===== config.mk =====
export PLATFORM = sky130hd
export DESIGN_NAME = bkram_sd_sched
export DESIGN_NICKNAME = d
export VERILOG_FILES = /design/src/rtl/bkram_sd_sched.sv
export SDC_FILE = /design/constraint.sdc
export NUM_CORES = 1
export LEC_CHECK = 0
export BUFFER_PORTS_ARGS = -buffer_cell sky130_fd_sc_hd__buf_2
export CORE_AREA = 3 3 110 112
export DETAILED_ROUTE_END_ITERATION = 6
export DIE_AREA = 0 0 113 115
export GPL_TIMING_DRIVEN = 0
export HOLD_SLACK_MARGIN = 0.03
export SYNTH_ARGS = -nofsm -noshare
export SYNTH_HDL_FRONTEND = slang
export SYNTH_SLANG_ARGS = --single-unit

===== constraint.sdc =====
create_clock -name clk_sys -period 6.2 [get_ports clk_sys]
set_input_delay 0.93 -clock clk_sys [delete_from_list [all_inputs] [get_ports clk_sys]]
set_output_delay 0.93 -clock clk_sys [all_outputs]
set_load 0.02 [all_outputs]

===== src/rtl/bkram_sd_sched.sv =====
// bkram_sd_sched: schedules backup-RAM sector transfers between nvram and the HPS SD interface.
// Full load / full save always available; dirty-sector autosave is built only when
// the BK_AUTOSAVE_EN macro is defined.
module bkram_sd_sched #(
    parameter int unsigned SECTORS     = 64,
    parameter int unsigned LBA_W       = 6,
    parameter logic [23:0] IDLE_CYCLES = 24'd2000000
) (
    input  logic        clk_sys,
    input  logic        RESET_n,
    input  logic        bk_ena,
    input  logic        load_req,
    input  logic        save_req,
    input  logic        mount_load,
    input  logic        autosave_en,
    input  logic        nvram_we,
    input  logic [14:0] nvram_a,
    input  logic        sd_ack,
    output logic [31:0] sd_lba,
    output logic        sd_rd,
    output logic        sd_wr,
    output logic        busy,
    output logic        loading,
    output logic        dirty
);

    localparam int unsigned SEC_LSB = 9;
    localparam int unsigned CNT_W   = 24;
    localparam logic [LBA_W-1:0] LAST_LBA = LBA_W'(SECTORS - 1);

    typedef enum logic [1:0] {
        ST_IDLE = 2'd0,
        ST_ARM  = 2'd1,
        ST_XFER = 2'd2
    } state_e;

    typedef enum logic [1:0] {
        OP_LOAD = 2'd0,
        OP_SAVE = 2'd1,
        OP_AUTO = 2'd2
    } op_e;

    state_e             state_q, state_d;
    op_e                op_q, op_d;
    logic [LBA_W-1:0]   lba_q, lba_d;
    logic               rd_q, rd_d;
    logic               wr_q, wr_d;
    logic               busy_q, busy_d;
    logic               loading_q, loading_d;
    logic               dirty_q, dirty_d;
    logic [SECTORS-1:0] bitmap_q, bitmap_d;
    logic               old_load_q, old_load_d;
    logic               old_save_q, old_save_d;
    logic               old_ack_q, old_ack_d;

    logic               load_go_c;
    logic               save_go_c;
    logic               auto_go_c;
    logic               ack_rise_c;
    logic               ack_fall_c;
    logic               xfer_last_c;
    logic [LBA_W-1:0]   next_lba_c;
    logic [LBA_W-1:0]   wr_sector_c;
    logic [SECTORS-1:0] above_c;
    logic               unused_c;

    // Index of the lowest set bit (0 when none set).
    function automatic logic [LBA_W-1:0] lowest_set(input logic [SECTORS-1:0] bm);
        logic [LBA_W-1:0] idx;
        idx = '0;
        for (int i = int'(SECTORS) - 1; i >= 0; i--) begin
            if (bm[i]) idx = LBA_W'(i);
        end
        return idx;
    endfunction

    assign load_go_c   = bk_ena && (mount_load || (load_req && !old_load_q));
    assign save_go_c   = bk_ena && save_req && !old_save_q;
    assign ack_rise_c  = sd_ack && !old_ack_q;
    assign ack_fall_c  = !sd_ack && old_ack_q;
    assign wr_sector_c = nvram_a[SEC_LSB +: LBA_W];

`ifdef BK_AUTOSAVE_EN
    logic [CNT_W-1:0] idle_cnt_q, idle_cnt_d;

    assign auto_go_c = (idle_cnt_q == IDLE_CYCLES) && autosave_en && bk_ena && (|bitmap_q);
    assign unused_c  = ^nvram_a;
`else
    assign auto_go_c = 1'b0;
    assign unused_c  = ^{autosave_en, IDLE_CYCLES, nvram_a};
`endif

    // Dirty sectors strictly above the current index (autosave successor search).
    always_comb begin
        above_c = '0;
        for (int i = 0; i < int'(SECTORS); i++) begin
            above_c[i] = bitmap_q[i] && (i > int'(lba_q));
        end
    end

    // End-of-operation test and successor sector for the current operation.
    always_comb begin
        if (op_q == OP_AUTO) begin
            xfer_last_c = ~|above_c;
            next_lba_c  = lowest_set(above_c);
        end else begin
            xfer_last_c = (lba_q == LAST_LBA);
            next_lba_c  = lba_q + LBA_W'(1);
        end
    end

    // Next-state and output logic for the transfer sequencer.
    always_comb begin
        state_d    = state_q;
        op_d       = op_q;
        lba_d      = lba_q;
        rd_d       = rd_q;
        wr_d       = wr_q;
        busy_d     = busy_q;
        loading_d  = loading_q;
        bitmap_d   = bitmap_q;
        old_load_d = load_req;
        old_save_d = save_req;
        old_ack_d  = sd_ack;
`ifdef BK_AUTOSAVE_EN
        if (nvram_we) begin
            idle_cnt_d = '0;
        end else if (idle_cnt_q != IDLE_CYCLES) begin
            idle_cnt_d = idle_cnt_q + CNT_W'(1);
        end else begin
            idle_cnt_d = idle_cnt_q;
        end
`endif

        case (state_q)
            ST_IDLE: begin
                if (load_go_c) begin
                    state_d   = ST_ARM;
                    op_d      = OP_LOAD;
                    lba_d     = '0;
                    rd_d      = 1'b1;
                    busy_d    = 1'b1;
                    loading_d = 1'b1;
                end else if (save_go_c) begin
                    state_d = ST_ARM;
                    op_d    = OP_SAVE;
                    lba_d   = '0;
                    wr_d    = 1'b1;
                    busy_d  = 1'b1;
                end else if (auto_go_c) begin
                    state_d = ST_ARM;
                    op_d    = OP_AUTO;
                    lba_d   = lowest_set(bitmap_q);
                    wr_d    = 1'b1;
                    busy_d  = 1'b1;
`ifdef BK_AUTOSAVE_EN
                    idle_cnt_d = '0;
`endif
                end
            end
            ST_ARM: begin
                if (ack_rise_c) begin
                    state_d = ST_XFER;
                    rd_d    = 1'b0;
                    wr_d    = 1'b0;
                    if (op_q != OP_LOAD) bitmap_d[lba_q] = 1'b0;
                end
            end
            ST_XFER: begin
                if (ack_fall_c) begin
                    if (xfer_last_c) begin
                        state_d   = ST_IDLE;
                        busy_d    = 1'b0;
                        loading_d = 1'b0;
                        if (op_q == OP_LOAD) bitmap_d = '0;
                    end else begin
                        state_d = ST_ARM;
                        lba_d   = next_lba_c;
                        rd_d    = (op_q == OP_LOAD);
                        wr_d    = (op_q != OP_LOAD);
                    end
                end
            end
            default: begin
                state_d = ST_IDLE;
            end
        endcase

        // A core write always lands last so it wins over any clear this cycle.
        if (nvram_we) bitmap_d[wr_sector_c] = 1'b1;
        dirty_d = |bitmap_d;
    end

    // State and output registers with synchronous reset.
    always_ff @(posedge clk_sys) begin
        if (!RESET_n) begin
            state_q    <= ST_IDLE;
            op_q       <= OP_LOAD;
            lba_q      <= '0;
            rd_q       <= 1'b0;
            wr_q       <= 1'b0;
            busy_q     <= 1'b0;
            loading_q  <= 1'b0;
            dirty_q    <= 1'b0;
            bitmap_q   <= '0;
            old_load_q <= 1'b0;
            old_save_q <= 1'b0;
            old_ack_q  <= 1'b0;
        end else begin
            state_q    <= state_d;
            op_q       <= op_d;
            lba_q      <= lba_d;
            rd_q       <= rd_d;
            wr_q       <= wr_d;
            busy_q     <= busy_d;
            loading_q  <= loading_d;
            dirty_q    <= dirty_d;
            bitmap_q   <= bitmap_d;
            old_load_q <= old_load_d;
            old_save_q <= old_save_d;
            old_ack_q  <= old_ack_d;
        end
    end

`ifdef BK_AUTOSAVE_EN
    // Idle counter register for autosave timing.
    always_ff @(posedge clk_sys) begin
        if (!RESET_n) begin
            idle_cnt_q <= '0;
        end else begin
            idle_cnt_q <= idle_cnt_d;
        end
    end
`endif

    assign sd_lba  = {{(32 - LBA_W){1'b0}}, lba_q};
    assign sd_rd   = rd_q;
    assign sd_wr   = wr_q;
    assign busy    = busy_q;
    assign loading = loading_q;
    assign dirty   = dirty_q;

endmodule


# --- Word level (Yosys, flattened, before mapping) ---
# Index checks and enable logic that the tools add are counted.
# W data, S select, Z words.
totals:
  register_bits: 82
  latchBits: 0
  ramBits: 0
  mem_bits_ro: 0
  output_inout_bits: 37
  mem_count: 0
op_classes:
  add_sub_neg: 1
  mul: 0
  div_mod_pow: 0
  magnitude_cmp: 67
  eq_ne: 12
  shift: 0
  mux: 103
  n_bitwise: 3
  reduce_logical: 92
ops:
  columns: ["cell", "n"]
  rows:
  - ["$mux W6", 68]
  - ["$mux W64", 6]
  - ["$gt A6 B6 Y1 const A", 32]
  - ["$pmux W64 S2", 1]
  - ["$gt A5 B6 Y1 const A", 16]
  - ["$logic_and A1 B1 Y1", 71]
  - ["$and A64 B64 Y64", 1]
  - ["$not A64 Y64", 1]
  - ["$or A64 B64 Y64", 1]
  - ["$reduce_or A64 Y1", 1]
  - ["$reduce_or A63 Y1", 1]
  - ["$gt A4 B6 Y1 const A", 8]
  - ["$gt A3 B6 Y1 const A", 4]
  - ["$mux W1", 15]
  - ["$lt A6 B7 Y1 const B", 2]
  - ["$ne A2 B2 Y1 const B", 7]
  - ["$demux W1 S6", 2]
  - ["$ge A6 B1 Y1 const B", 2]
  - ["$gt A2 B6 Y1 const A", 2]
  - ["$pmux W6 S2", 1]
  - ["$reduce_and A4 Y1", 3]
  - ["$mux W2", 5]
  - ["$add A6 B1 Y6 const B", 1]
  - ["$eq A6 B6 Y1 const B", 1]
  - ["16 further kinds", 26]

# --- Depth between registers and ports, before layout ---
depth:
  ltp_word: 69
  mapped_depth: 13

# --- Worst setup path before layout ---
# Ideal clock, no wire load.
synth_path:
  kind: "input to register"
  start: "input port sd_ack"
  end: "register dirty_q (netlist: dirty)"
  setup_time_ns: 0.125
  arrival_ns: 2.656
  slack_ns: 3.419
  cell_stages: 9
  n_path_buf: 2
  cell_sequence: "nor4bb_1 -> a32oi_2 -> buf_6 -> buf_6 -> a221oi_2 -> nand3_1 -> nor3_1 -> nand2_1 -> o41a_1"
synth_between:
  elab_chain_len: 7
  word_cells_on_any_way: 9
  classes_between: "4 x mux; 1 x bitwise; 4 x reduce/logical"
synth_lines:
  columns: ["item", "line", "text"]
  rows:
  - ["start: declaration", "18", "input logic sd_ack,"]
  - ["$logic_not A1 Y1", "80", "assign ack_fall_c = !sd_ack && old_ack_q;"]
  - ["$logic_and A1 B1 Y1", "80", null]
  - ["$mux W64", "170", "if (ack_fall_c) begin"]
  - ["$pmux W64 S2 (*)", "135", "case (state_q)"]
  - ["$or A64 B64 Y64 (no source line)", null, null]
  - ["$mux W64 (*)", "190", "if (nvram_we) bitmap_d[wr_sector_c] = 1'b1;"]
  - ["$reduce_or A64 Y1 (*)", "191", "dirty_d = |bitmap_d;"]
  - ["end signal: assignment", "217", "dirty_q <= dirty_d;"]
  - ["end: declaration", "50", "logic dirty_q, dirty_d;"]
# Mark *: on every way between the ends. The rest lies on a longest branch, timed or not.
# A chain may end at the register's enable or synchronous reset.

# --- Worst setup path after layout ---
layout_path:
  start: "register lba_q[3]"
  end: "register dirty_q (netlist: dirty)"
layout_between:
  elab_chain_len: 12
  word_cells_on_any_way: 145
  classes_between: "65 x order compare; 1 x eq/ne; 9 x mux; 3 x bitwise; 67 x reduce/logical"
layout_lines:
  columns: ["item", "line", "text"]
  rows:
  - ["start: declaration", "45", "logic [LBA_W-1:0] lba_q, lba_d;"]
  - ["start signal: assignment", "212", "lba_q <= lba_d;"]
  - ["$lt A6 B7 Y1 (implied by the code) or $ge A6 B1 Y1 (tied branches)", "166", "if (op_q != OP_LOAD) bitmap_d[lba_q] = 1'b0;"]
  - ["$logic_and A1 B1 Y1 (implied by the code)", "166", null]
  - ["$mux W1 (implied by the code)", "166", null]
  - ["$demux W1 S6", "166", null]
  - ["$not A64 Y64 (no source line)", null, null]
  - ["$and A64 B64 Y64 (no source line)", null, null]
  - ["$mux W64", "166", null]
  - ["$mux W64", "162", "if (ack_rise_c) begin"]
  - ["$pmux W64 S2 (*)", "135", null]
  - ["$or A64 B64 Y64 (no source line)", null, null]
  - ["$mux W64 (*)", "190", null]
  - ["$reduce_or A64 Y1 (*)", "191", null]
# Marked as above.

==> impl_metrics.py <==
metrics = {
    "outcome": {
        "status": "complete, but fails checks",
        "violations": "capacitance limit, slew limit",
    },
    "synth": {
        "synth_cells": 587,
        "ys_types": 52,
        "syn_area_per_cell_um2": 7.97,
        "synth-edff-count": 0,
        "synth_top_area_share_pct": 34.7,
        "synth_seq_cells": 81,
        "ys_async_sr_fraction_pct": 0,
        "synthFlopType": "dfxtp_1",
        "yosysTopAreaCell": "dfxtp_1",
        "netlist_area_um2": 4680,
        "synthTopCellsByCount": "82 x nand2_1, 81 x dfxtp_1, 53 x a31oi_1",
        "yosys_warnings": 0,
        "yosysSeqAreaShare_pct": 34.7,
        "synth_most_common_cell": "nand2_1",
        "ys_top_cells_by_area": "dfxtp_1 35%, a31oi_1 7.1%, nand2_1 6.6%",
    },
    "sta": {
        "finalMaxSlewViolations": 9,
        "setup_slack_ps": 2830,
        "rsz0062_at_grt": "no",
        "setup_viol": 0,
        "fin_skew_ps": 8.91,
        "slew_headroom_pct": -1.00,
        "finalHoldViolCount": 0,
        "setup_tns_ps": 0,
        "max_freq_mhz": 297,
        "fin_crit_ps": 3370,
        "tightest_slew_ps": 1510,
        "holdWs_ps": 484,
        "period_share_pct": 54.3,
    },
    "layout": {
        "multi_input_area_um2": 2680,
        "n_antenna_cell": 0,
        "fillers": 1149,
        "drive_above_1_share_pct": 13.3,
        "regArea_um2": 1620,
        "fin_nets": 673,
        "syn_to_final_growth_pct": 14.4,
    },
    "clock_network": {
        "cts_setup_buffers": 0,
        "cts_buffer_depth": 2,
        "clock_latency_ps": 340,
        "cts_resized": 0,
        "cts.sinks": 81,
        "hold_buffers": 0,
        "cts_tree": "built",
        "cts_root_buffer": "clkbuf_16",
        "cts_buffers": 9,
        "clk_pin_slew_ps": 70,
        "htreeDepth": 3,
    },
    "floorplan": {
        "core-area_um2": 11300,
        "rows": 39,
        "die_x_um": 113,
        "fp.dieH_um": 115,
        "start_util_pct": 41.3,
        "io_pins": 61,
        "die-area_um2": 13000,
    },
    "grt": {
        "grt_pass1_vias": 4416,
        "grtUsageMet3_pct": 5.42,
        "antenna_found_initial": 0,
        "grt_max_degree": 14,
        "grt_util_all_layers_pct": 24.5,
        "use_met1_pct": 33.0,
        "globalRouteOverflowTotal": 0,
        "grt_pass1_wl_mm": 24.5,
        "grt_use_met2_pct": 38.0,
        "busiest_layer": "met2",
    },
    "hold_path": {
        "hold_class": "reg -> reg",
        "hp-start": "bitmap_q[41]",
        "min_to": "bitmap_q[41]",
        "holdPathStages": 2,
    },
    "critical_path": {
        "r2r_start": "lba_q[3]",
        "cp.required_ps": 6420,
        "reg2regPathDepth": 8,
        "path_class": "reg -> reg",
        "crit_path_start_kind": "register",
        "cp.arrival_ps": 3580,
        "r2r-end": "dirty",
        "cp_max_fo": 10,
        "regToRegSetupSlack_ps": 2830,
        "endpoint_kind": "register",
    },
    "pwr": {
        "powerDensity_nw_per_um2": 319,
        "ir_drop_v": 0.000152,
        "leakage_nw": 2.17,
    },
    "drt": {
        "vias": 4735,
        "avgViaCountPerCell": 5.99,
        "drtPass1Iterations": 6,
        "drt-initial-drc-count": 597,
        "wirelength_mm": 15.8,
        "route.detailed.drc": 0,
        "ant_nets": 0,
        "detail_route.wl_per_cell_um": 20.0,
    },
    "job": {
        "drv_cap": 1,
    },
    "placement": {
        "place_worst_setup_slack_ps": 2670,
        "gp_congestion": 0.923,
        "numPortBuffers": 18,
        "hpwlAfterDp_mm": 10.9,
    },
}
-- layout make-up --
type,instances,share of cell area [%]
tap,143,3.34
sequential,81,30.3
inverter,8,0.561
multi-input combinational,448,50.1
clock inverter,5,1.03
clock buffer,11,4.54
timing repair buffer,20,1.92
buffer,75,8.16
-- flip-flops by register name, indices dropped and copies added (netlist names) --
| register | count |
|---|---|
| bitmap_q | 64 |
| lba_q | 6 |
| state_q | 2 |
| busy | 1 |
| dirty | 1 |
| loading | 1 |
| old_ack_q | 1 |
| old_load_q | 1 |
| old_save_q | 1 |
| op_q | 1 |
| sd_rd | 1 |
| sd_wr | 1 |
-- layout by cell type, fill, tap and decap left out, types with 6 or more instances in the layout --
cell and count:
a21boi_0 32, a21oi_1 14, a221oi_1 18, a31oi_1 53, a32oi_1 7, and2_1 17, buf_2 25, buf_4 32
clkbuf_1 31, clkbuf_16 9, conb_1 26, dfxtp_1 81, ha_1 6, inv_1 7, nand2_1 82, nand2b_1 6
nand3_1 17, nand4_1 16, nor2_1 23, nor2b_1 26, nor3_1 6, o21ai_0 40
-- metal layers --
metal  routed length, um  up-vias  share of wire [%]
li1                    -     2210                  -
met2                7050      269                 44
met1                6730     2209                 42
met4                 473        0                3.0
met3                1590       47                 10
met5                   0        -                  0
-- cell families (layout without fill, tap and decap cells) --
logic type / count (synthesis) / after routing / share of synthesized area, %
other: 1 / 26 / 0.0802
and+or+nand+nor: 229 / 229 / 26.1
xor gates and xnor gates: 5 / 5 / 0.936
muxes: 1 / 1 / 0.214
buffers and inverters: 83 / 119 / 9.98
AOI/OAI and AO/OA: 181 / 181 / 26.5
DFF: 81 / 81 / 34.7
adders and majority gates: 6 / 6 / 1.61
-- metrics by stage --
stage / cells / utilization [%] / instance area (um^2) / power [mW]
after global routing: 791 / 47.3 / 5350 / 1.77
after CTS: 790 / 47.2 / 5350 / 1.69
final: 791 / 47.3 / 5350 / 1.70
after detailed placement: 774 / 44.6 / 5050 / 1.16
after global placement: 773 / 44.5 / 5040 / 1.15
after floorplan: 612 / - / 4770 / 0.968
-- how the worst max path moves through the flow --
stage | start | endpoint | slack, ps | cells past startpoint
5_1_grt | lba_q[3] | dirty | 2720 | 8
3_5_place_dp | sd_ack | dirty | 2670 | 10
4_1_cts | state_q[0] | dirty | 2940 | 11
3_3_place_gp | sd_ack | dirty | 2680 | 10
2_1_floorplan | sd_ack | dirty | 3420 | 9
6_report | lba_q[3] | dirty | 2830 | 8
-- worst max-delay path, stage by stage, from the launching register on --
cell	delay (ps)
dfxtp_1	320
buf_2	180
nor3b_1	1090
a31oi_1	220
o21ai_0	270
nand4_1	130
nor4_1	430
nand4_1	230
o41a_1	380
-- where the power goes --
| group | internal, mW | switching [mW] |
|---|---|---|
| sequential | 0.546 | 0.0201 |
| combinational | 0.177 | 0.422 |
| clock | 0.322 | 0.218 |
Power figures use the tool's default switching activity.
